==> src/rtl/btn_gesture.sv <==
// Button gesture classifier: turns a debounced button level into single-click,
// double-click and long-press pulses, plus a busy flag while a gesture is open.
module btn_gesture #(
    parameter int unsigned LONG_CYCLES = 50000000,
    parameter int unsigned GAP_CYCLES  = 25000000
) (
    input  logic clk,
    input  logic rst,
    input  logic btn_state,
    output logic single_click,
    output logic double_click,
    output logic long_press,
    output logic busy
);

    localparam int unsigned CntMax = (LONG_CYCLES > GAP_CYCLES) ? LONG_CYCLES : GAP_CYCLES;
    localparam int unsigned CntW   = $clog2(CntMax);
    localparam logic [CntW-1:0] LongLast = CntW'(LONG_CYCLES - 1);
    localparam logic [CntW-1:0] GapLast  = CntW'(GAP_CYCLES - 1);

    typedef enum logic [1:0] {
        StIdle,
        StPress1,
        StGap,
        StWaitRel
    } state_e;

    state_e          state_q, state_d;
    logic [CntW-1:0] cnt_q, cnt_d;
    logic            single_d, double_d, long_d;

    always_ff @(posedge clk) begin
        if (rst) begin
            state_q      <= StIdle;
            cnt_q        <= '0;
            single_click <= 1'b0;
            double_click <= 1'b0;
            long_press   <= 1'b0;
            busy         <= 1'b0;
        end else begin
            state_q      <= state_d;
            cnt_q        <= cnt_d;
            single_click <= single_d;
            double_click <= double_d;
            long_press   <= long_d;
            busy         <= (state_d != StIdle);
        end
    end

    always_comb begin
        state_d = state_q;
        cnt_d   = cnt_q;
        unique case (state_q)
            StIdle: begin
                if (btn_state) begin
                    state_d = StPress1;
                    cnt_d   = '0;
                end
            end
            StPress1: begin
                if (!btn_state) begin
                    state_d = StGap;
                    cnt_d   = '0;
                end else if (cnt_q == LongLast) begin
                    state_d = StWaitRel;
                end else begin
                    cnt_d = cnt_q + CntW'(1);
                end
            end
            StGap: begin
                // A repress on the timeout edge still counts as a double click.
                if (btn_state) begin
                    state_d = StWaitRel;
                end else if (cnt_q == GapLast) begin
                    state_d = StIdle;
                end else begin
                    cnt_d = cnt_q + CntW'(1);
                end
            end
            StWaitRel: begin
                if (!btn_state) begin
                    state_d = StIdle;
                end
            end
            default: state_d = StIdle;
        endcase
    end

    always_comb begin
        single_d = (state_q == StGap) && !btn_state && (cnt_q == GapLast);
        double_d = (state_q == StGap) && btn_state;
        long_d   = (state_q == StPress1) && btn_state && (cnt_q == LongLast);
    end

endmodule

==> config.mk <==
export PLATFORM = sky130hd
export DESIGN_NAME = btn_gesture
export DESIGN_NICKNAME = d
export VERILOG_FILES = /design/src/rtl/btn_gesture.sv
export SDC_FILE = /design/constraint.sdc
export NUM_CORES = 1
export LEC_CHECK = 0
export BUFFER_PORTS_ARGS = -buffer_cell sky130_fd_sc_hd__buf_2
export CELL_PAD_IN_SITES_DETAIL_PLACEMENT = 1
export CELL_PAD_IN_SITES_GLOBAL_PLACEMENT = 1
export CORE_MARGIN = 2
export CORE_UTILIZATION = 25
export DETAILED_ROUTE_END_ITERATION = 10
export PLACE_DENSITY = 0.47
export SLEW_MARGIN = 20
export SYNTH_ARGS = -nofsm -noshare
export SYNTH_HDL_FRONTEND = slang
export SYNTH_SLANG_ARGS = --single-unit
==> constraint.sdc <==
create_clock -name clk -period 5.05 [get_ports clk]
set_clock_uncertainty 0.1 [all_clocks]
set_input_delay 0.7575 -clock clk [delete_from_list [all_inputs] [get_ports clk]]
set_output_delay 0.7575 -clock clk [all_outputs]
set_load 0.01 [all_outputs]
Yosys cells after proc, flatten, opt, wreduce, memory -nomap -nowiden. Cells that the tools add are included.

Register bits: 32. Bits in latches: 0. Bits in writable memories: 0. Bits in read-only memories: 0. Input port bits: 3. Logic and storage cells: 39. Memories: 0.

Add/subtract/negate cells: 1. Multipliers: 0. Div/mod/pow operators: 0. $lt $le $gt $ge: 0. Equal/unequal tests: 9. Shifts and indexed selects: 0. Multiplexer cells: 13. Bitwise operators: 0. Reductions and logical operators: 10.

Operators by type and width (count): $mux 26 (5); $pmux 26 s3 (1); $add 26x1->26 const B (1); $eq 26x25->1 const B (1); $eq 26x26->1 const B (1); $mux 2 (6); $pmux 2 s4 (1); $ne 2x2->1 const B (3); $logic_and 1x1->1 (5); $reduce_and 5->1 (1); $eq 2x2->1 const B (2); $ne 3x3->1 const B (1); $reduce_bool 3->1 (1); $eq 2x1->1 const B (1); $logic_not 2->1 (1); $reduce_bool 2->1 (1); $logic_not 1->1 (1).

Depth between registers and ports, before layout. Gate-level depths: netlist of the first run.

Depth after elaboration: 5. Depth in mapped cells: 10. Gate-level depth less buffers: 8.

Worst setup path before layout of the first run. No wires, ideal clock.

Path kind: register to register. Start point: register state_q[0]. End point: register cnt_q[15]. Data arrival time: 2.227 ns. Required time: 4.880 ns. Setup slack: 2.653 ns. Cell stages (with the launch flop): 10. Buffers on the path: 2. Period minus slack after synthesis: 2.397 ns. Cell sequence: dfxtp_1 inv_1 ha_1 buf_2 a211o_1 a21oi_4 o21ai_2 buf_6 or4_1 a21oi_1.

Longest elaborated chain between the ends: 3. Elaborated cells between the ends (all ways): 10. Those cells by class: eq/ne (6); mux (1); reduce/logical (3).

Ends and longest elaborated chain: from (decl) (RTL line 28) `state_e state_q, state_d;`; from (signal assigned) (RTL line 34) `state_q <= StIdle;`; from (signal assigned) (RTL line 41) `state_q <= state_d;`; $eq 2x1->1, or another cell as far along (RTL line 53) `unique case (state_q)`; $ne 3x3->1 (no source line), or another cell as far along; $reduce_and 5->1 (no source line); to (signal assigned) (RTL line 42) `cnt_q <= cnt_d;`; to (decl) (RTL line 29) `logic [CntW-1:0] cnt_q, cnt_d;`.

Several ways; a longest one is shown, not always the timed one. A chain may end at the register's enable or synchronous reset.

Worst setup path in the final report of the first run.
Start point: register state_q[0]. End point: register cnt_q[18].

Same word-level chain as after synthesis.

==> qor.txt, run 1 <==
status = finished, final reports clean
Root Buffer = clkbuf_8
grt met2 use = 0.2114
final setup violation count = 0
# clock sinks = 32
Mapped Area = 1872 sq um
Startpoint Class = register
Antenna diodes = 0
WL per Instance = 16.91 microns
max-cap violation count = 0
Tmin final = 2.813 ns
CTS clk-pin slew, worst paths = 0.07 ns
total grt overflow = 0
count leader, synth = dfxtp_1
final wirelength = 5497 microns
GRT Total Usage = 0.1411
final hold violation count = 0
period utilization = 0.5570
f_max = 355.5 MHz
vias in the first global route = 1712
r2r setup slk = 2.24 ns
post_cts resized = 0
reg2reg end = cnt_q[18]$_SDFFE_PP0P_
measured slew at the worst slew-check pin = 0.6530 ns
GPL Wtd Cong = 0.7263
total core area = 7253 sq um
Yosys warning count = 0
Worst Min Path Start = cnt_q[10]$_SDFFE_PP0P_
Post-Synthesis Cells = 222
largest net degree at the start of global routing = 19
CTS tree = yes
Final Net Count = 236
RSZ-0062 raised after global routing = false
Antenna Nets Post-Route = 0
first-pass GRT wire length = 9232 microns
Max Slew Vio Count = 0
initial antenna violation count = 0
vias = 1723
Synth area leaders = dfxtp_1 34%, a21oi_1 5.3%, ha_1 4.7%
post-DP HPWL = 3931 microns
Reg-to-Reg Start = state_q[0]$_SDFF_PP0_
Synth top cells by count = 32 x dfxtp_1, 20 x a21oi_1, 18 x nand2_1
Cell variety after synth = 49
hold path cells = 2
drt drc = 0
HP Class = reg2reg
Hold Buf Count CTS = 0
Async S/R FF share, synth = 0
die height = 90.53 microns
P_leak = 0.0006367 uW
Hold Slack = 0.4032 ns
Power Density = 248.4 nW/um^2
Syn Area/Cell = 8.432 sq um
H-tree Lvls = 2
Setup Fix Bufs, Post-CTS = 0
setup tns final = 0 ns
initial core utilization = 0.2581
area leader, netlist = dfxtp_1
Critical Path AT = 2.93 ns
PortBufs = 6
Die Wd = 90.53 microns
maximum vdd drop = 0.1097 mV
Starting DRT DRC Count = 56
placed inst area = 1978 sq um
Worst Setup End Kind = register
largest fanout on the critical path = 12
Die ar. = 8196 sq um
share of cells above drive strength 1 = 0.1106
WHS Endpoint = cnt_q[10]$_SDFFE_PP0P_
Ports = 7
Data required, critical path = 5.17 ns
FP Rows = 31
Post-synth EDFFs = 0
worst skew pair latency = 0.29 ns
Via density = 5.302
Final Cell Area = 2056 sq um
post-synth top area share = 0.3422
Crit. Startpoint = state_q[0]$_SDFF_PP0_
Seq/Total Area, Yosys = 0.3422
fillcell total = 878
CTS Buf Count = 5
busiest grt layer = met2
worst-case reg-to-reg path depth = 8
Rel. slew slack = 0.5646
CTS Buffer Depth = 2
Net Count, Synth = 232
GR Util met3 = 0.02504
met1 usage = 0.2066
area grow syn2layout = 9.826%
Setup CP Type = reg2reg
drt first pass iters = 5
post-synthesis sequential element count = 32
top_reg_cell synth = dfxtp_1
==> flip-flops by register name (all words and copies together), names as in the netlist <==
name,count
busy,1
cnt_q,26
double_click,1
long_press,1
single_click,1
state_q,2
==> metrics by stage <==
stage | total power [uW] | util | setup slack, ns | cells
final | 510.7 | 0.2834 | 2.237 | 325
after global routing | 532.9 | 0.2834 | 2.033 | 325
after CTS | 519.3 | 0.2834 | 2.219 | 325
after detailed placement | 320.0 | 0.2727 | 2.244 | 318
after global placement | 320.6 | 0.2727 | 2.313 | 318
after floorplan | 305.7 | - | 2.653 | 222
==> critical path, stage by stage (launching register included) <==
cell and delay (ns):
dfxtp_1 0.44, inv_1 0.12, ha_1 0.34, and3_1 0.23, and4bb_1 0.24, a21oi_4 0.35
o21ai_2 0.24, or4_1 0.55, a21oi_1 0.14
==> power by group <==
part,switching [uW],leakage (uW),internal [uW]
logic,39.9,0.000338,16.2
registers,2.86,0.000258,255
clock network,103,0.0000410,93.8
total,146,0.000637,365
==> cell families (layout without fill, tap and decap cells) <==
logic type / count (synthesis) / count (layout) / share of synthesized area
AOI/OAI and AO/OA: 63 / 63 / 0.2213
xor gates and xnor gates: 7 / 7 / 0.03275
adders and majority gates: 7 / 7 / 0.04679
buffers and inverters: 14 / 18 / 0.03543
DFF: 32 / 32 / 0.3422
and+or+nand+nor: 99 / 99 / 0.3215
==> layer usage <==
layer	part of all wire	vias up
li1	-	865
met3	0.016	8
met2	0.43	11
met4	0.013	0
met5	0	-
met1	0.54	839
==> how the worst max path moves through the flow <==
stage	end	depth (start not counted)	slack [ns]
after CTS	cnt_q[18]$_SDFFE_PP0P_	8	2.22
after detailed placement	cnt_q[18]$_SDFFE_PP0P_	8	2.24
after global placement	cnt_q[15]$_SDFFE_PP0P_	8	2.31
after global routing	cnt_q[14]$_SDFFE_PP0P_	8	2.03
after floorplan	cnt_q[15]$_SDFFE_PP0P_	9	2.65
final	cnt_q[18]$_SDFFE_PP0P_	8	2.24
==> cell usage in the layout (no fill, tap or decap), types with 4 or more instances in the layout <==
cell	count
dfxtp_1	32
a21oi_1	20
nand2_1	18
nor2_1	15
o21ai_0	10
nand3_1	9
or4_1	9
or3_1	7
xor2_1	7
ha_1	7
nand4_1	6
buf_2	6
and3_1	5
o21ai_1	5
clkbuf_8	5
inv_1	4
nor4_1	4
o31ai_1	4
==> cell type report <==
| cell class | count | area [sq um] | share of cell area |
|---|---|---|---|
| clock buffer | 6 | 72.57 | 0.03530 |
| clock inverter | 1 | 5.005 | 0.002435 |
| inverter | 5 | 18.77 | 0.009130 |
| multi-input combinational | 176 | 1165 | 0.5666 |
| sequential | 32 | 640.6 | 0.3116 |
| tap | 99 | 123.9 | 0.06026 |
| timing repair buffer | 6 | 30.03 | 0.01461 |
Power figures use the tool's default switching activity.
==> inputs of run 2 (changes only) <==
--- a/config.mk
+++ b/config.mk
@@ -5,13 +5,14 @@
 export SDC_FILE = /design/constraint.sdc
 export NUM_CORES = 1
 export LEC_CHECK = 0
+export ABC_AREA = 1
 export BUFFER_PORTS_ARGS = -buffer_cell sky130_fd_sc_hd__buf_2
 export CELL_PAD_IN_SITES_DETAIL_PLACEMENT = 1
 export CELL_PAD_IN_SITES_GLOBAL_PLACEMENT = 1
 export CORE_MARGIN = 2
 export CORE_UTILIZATION = 25
 export DETAILED_ROUTE_END_ITERATION = 10
-export PLACE_DENSITY = 0.47
+export PLACE_DENSITY = 0.52
 export SLEW_MARGIN = 20
 export SYNTH_ARGS = -nofsm -noshare
 export SYNTH_HDL_FRONTEND = slang
==> constraint.sdc (replaced) <==
create_clock -name clk -period 2.3 [get_ports clk]
set_clock_uncertainty 0.1 [all_clocks]
set_input_delay 0.345 -clock clk [delete_from_list [all_inputs] [get_ports clk]]
set_output_delay 0.345 -clock clk [all_outputs]
set_load 0.01 [all_outputs]
==> qor.txt, run 2 <==
Worst Min Path Start = btn_state
P_leak = 0.001019 uW (+60%)
Yosys warning count = 0 (unchanged)
die height = 101.5 microns (+12%)
status = finished, final reports clean
commonest non-fill, non-tap cells in the layout = 129 x nand2_1, 44 x nor2_1, 40 x nand3_1
Seq/Total Area, Yosys = 0.2693 (-0.07291)
HP Class = in2reg
period utilization = 0.9255 (+0.3685)
GPL Wtd Cong = 0.8020 (+10%)
Crit. Startpoint = cnt_q[0]$_SDFFE_PP0P_
Power Density = 790.4 nW/um^2 (+220%)
Critical Path AT = 2.22 ns (-0.71 ns)
max-cap violation count = 0 (unchanged)
Antenna Nets Post-Route = 0 (unchanged)
Reg-to-Reg Start = cnt_q[0]$_SDFFE_PP0P_
final worst slack = 0.1713 ns (-2.066 ns)
Startpoint Class = register
Net Count, Synth = 399 (+72%)
worst-case reg-to-reg path depth = 12 (+4)
drt drc = 0 (unchanged)
placed inst area = 2587 sq um (+31%)
hold path cells = 2 (unchanged)
Hold Buf Count CTS = 0 (unchanged)
most common cell after layout, fill and taps aside = nand2_1
largest fanout on the critical path = 6 (-6)
H-tree Lvls = 2 (unchanged)
Largest register FFs = 26 (unchanged)
CP dominant cell by count = nand2_1
final wirelength = 7511 microns (+37%)
dpl ws = 0.009855 ns (-2.234 ns)
CTS Buf Count = 5 (unchanged)
Max Slew Vio Count = 0 (unchanged)
area leader, netlist = dfxtp_1
top_reg_cell synth = dfxtp_1
CTS clk-pin slew, worst paths = 0.07 ns (about the same)
Largest Register = cnt_q
f_max = 469.8 MHz (+32%)
Rel. slew slack = 0.6656 (+0.1011)
Tmin final = 2.129 ns (-0.6843 ns)
switching share of power = 0.4449 (+0.1599)
Final Net Count = 416 (+76%)
buffers plus inverters on the worst setup path = 0 (-1)
GRT Total Usage = 0.1589 (+0.01772)
largest net degree at the start of global routing = 18 (-1)
post-synthesis sequential element count = 32 (unchanged)
maximum vdd drop = 0.4564 mV (+320%)
critical path's top delay family = simple AND/OR/NAND/NOR gates
vias in the first global route = 2541 (+48%)
area grow syn2layout = 14.83%
area of the multi-input gates = 1521 sq um (+31%)
share of cells above drive strength 1 = 0.1720 (+0.06137)
Data required, critical path = 2.39 ns (-2.78 ns)
reg2reg end = cnt_q[20]$_SDFFE_PP0P_
Cell variety after synth = 28 (-43%)
Post-synth EDFFs = 0 (unchanged)
Starting DRT DRC Count = 44 (-21%)
Async S/R FF share, synth = 0 (unchanged)
r2r setup slk = 0.17 ns (-2.07 ns)
Synth top cells by count = 129 x nand2_1, 45 x nor2_1, 41 x nand3_1
PortBufs = 6 (unchanged)
fillcell total = 1221 (+39%)
Hold Slack = 0.2759 ns (-0.1272 ns)
vias = 2466 (+43%)
Die Wd = 101.5 microns (+12%)
clock group share of total power = 0.225 (-0.160)
worst path cell trace = ha_1, nand3_1, nor2_2, nand3_2, nor2_2, nand2_1, nor2_1, nand2_1, nand2_1, nand2_1, nand2_1, nor2_1
final hold violation count = 0 (unchanged)
Worst Setup End Kind = register
initial antenna violation count = 0 (unchanged)
CP max stage delay = 0.40 ns (-0.15 ns)
worst skew pair latency = 0.30 ns (about the same)
Root Buffer = clkbuf_8
Die ar. = 10310 sq um (+26%)
measured slew at the worst slew-check pin = 0.5003 ns (-0.1527 ns)
FP Rows = 35 (+13%)
Reg area = 641.9 sq um (+0.20%)
drt first pass iters = 4 (-1)
CP max stage cell = dfxtp_2
total grt overflow = 0 (unchanged)
Via density = 4.601 (-13%)
final setup violation count = 0 (unchanged)
post-DP HPWL = 5785 microns (+47%)
total core area = 9240 sq um (+27%)
P_int = 1198 uW (+230%)
Mapped Area = 2379 sq um (+27%)
CTS tree = yes
setup tns final = 0 ns (unchanged)
post-synth top area share = 0.2693 (-0.07291)
Core Util, Final = 0.2956 (+0.01218)
Ports = 7 (unchanged)
# clock sinks = 32 (unchanged)
first-pass GRT wire length = 12860 microns (+39%)
Syn Area/Cell = 6.114 sq um (-27%)
count leader, synth = nand2_1
WL per Instance = 14.01 microns (-17%)
Antenna diodes = 0 (unchanged)
switching power total = 960.5 uW (+560%)
WHS Endpoint = single_click$_SDFF_PP0_
initial core utilization = 0.2574 (-0.0006508)
CTS Buffer Depth = 2 (unchanged)
share of power burned in registers = 0.301 (-0.204)
Setup CP Type = reg2reg
Comb pwr share = 0.474 (+0.364)
Post-Synthesis Cells = 389 (+75%)
Synth area leaders = dfxtp_1 27%, nand2_1 20%, nand3_1 8.6%
Regs by FF count = cnt_q: 26 flops, state_q: 2 flops
Final Cell Area = 2731 sq um (+33%)
## run 2: changes by cell type in the layout (fill, tap and decap cells not counted), sizes merged, moves of 7 or more
cell,previous run,this run
nor2,17,57
nand4,6,16
or4,10,0
inv,5,37
or3,7,0
nand3,9,43
buf,6,24
a21oi,22,30
nand2,18,135
o21ai,18,6
## run 2: layer usage
metal,share of wire,global-route usage,vias to the layer above
li1,-,-,1289
met1,0.51,0.2138,1155
met2,0.46,0.2627,15
met3,0.014,0.02484,7
met4,0.014,0.04470,0
met5,0,0,-
## run 2: worst reg2reg max path, cell delays in order, from the launching register on
cell and delay (ns):
dfxtp_2 0.40, ha_1 0.23, nand3_1 0.19, nor2_2 0.22, nand3_2 0.14, nor2_2 0.15
nand2_1 0.11, nor2_1 0.21, nand2_1 0.08, nand2_1 0.06, nand2_1 0.05, nand2_1 0.06
nor2_1 0.04
## run 2: worst max-delay path by stage
| stage | slack [ns] | cells after the start | to |
|---|---|---|---|
| floorplan | 0.43 | 9 | cnt_q[18]$_SDFFE_PP0P_ |
| global placement | 0.06 | 12 | cnt_q[20]$_SDFFE_PP0P_ |
| detailed placement | 0.01 | 12 | cnt_q[20]$_SDFFE_PP0P_ |
| CTS | 0.08 | 12 | cnt_q[20]$_SDFFE_PP0P_ |
| global route | -0.02 | 12 | cnt_q[20]$_SDFFE_PP0P_ |
| finish | 0.17 | 12 | cnt_q[20]$_SDFFE_PP0P_ |
## run 2: power by group through the flow
stage	registers, uW	clock network, uW	logic, uW
global route	662	529	1160
floorplan	653	0	695
CTS	653	503	983
detailed placement	662	0	982
global placement	660	0	960
finish	651	485	1020
## run 2: layout make-up
cell class,count,area share
Timing Repair Buffer,24,0.06505
Clock buffer,8,0.03298
Multi-Input combinational cell,306,0.5570
Sequential cell,32,0.2350
Tap cell,129,0.05909
Inverter,37,0.05085
## run 2: logic make-up (layout without fill, tap and decap cells)
family | after synthesis | after routing | share of synthesized area
and+or+nand+nor | 258 | 258 | 0.4950
AOI/OAI and AO/OA | 39 | 39 | 0.09732
DFF | 32 | 32 | 0.2693
xor gates and xnor gates | 2 | 2 | 0.007366
adders and majority gates | 7 | 7 | 0.03682
buffers and inverters | 51 | 69 | 0.09416
## run 2: through the flow
stage / cells / total power [uW]
3_3_place_gp: 522 / 1619
3_5_place_dp: 522 / 1644
4_1_cts: 530 / 2139
6_report: 536 / 2159
5_1_grt: 536 / 2351
2_1_floorplan: 389 / 1348
## run 2: repair_timing
action                                 in CTS  in global routing
gates cloned                                0                  0
pin swaps                                   0                  2
endpoints found under the hold margin       0                  0
resized for setup                           1                  2
setup endpoints to repair                   1                 15
buffers inserted                            0                  6
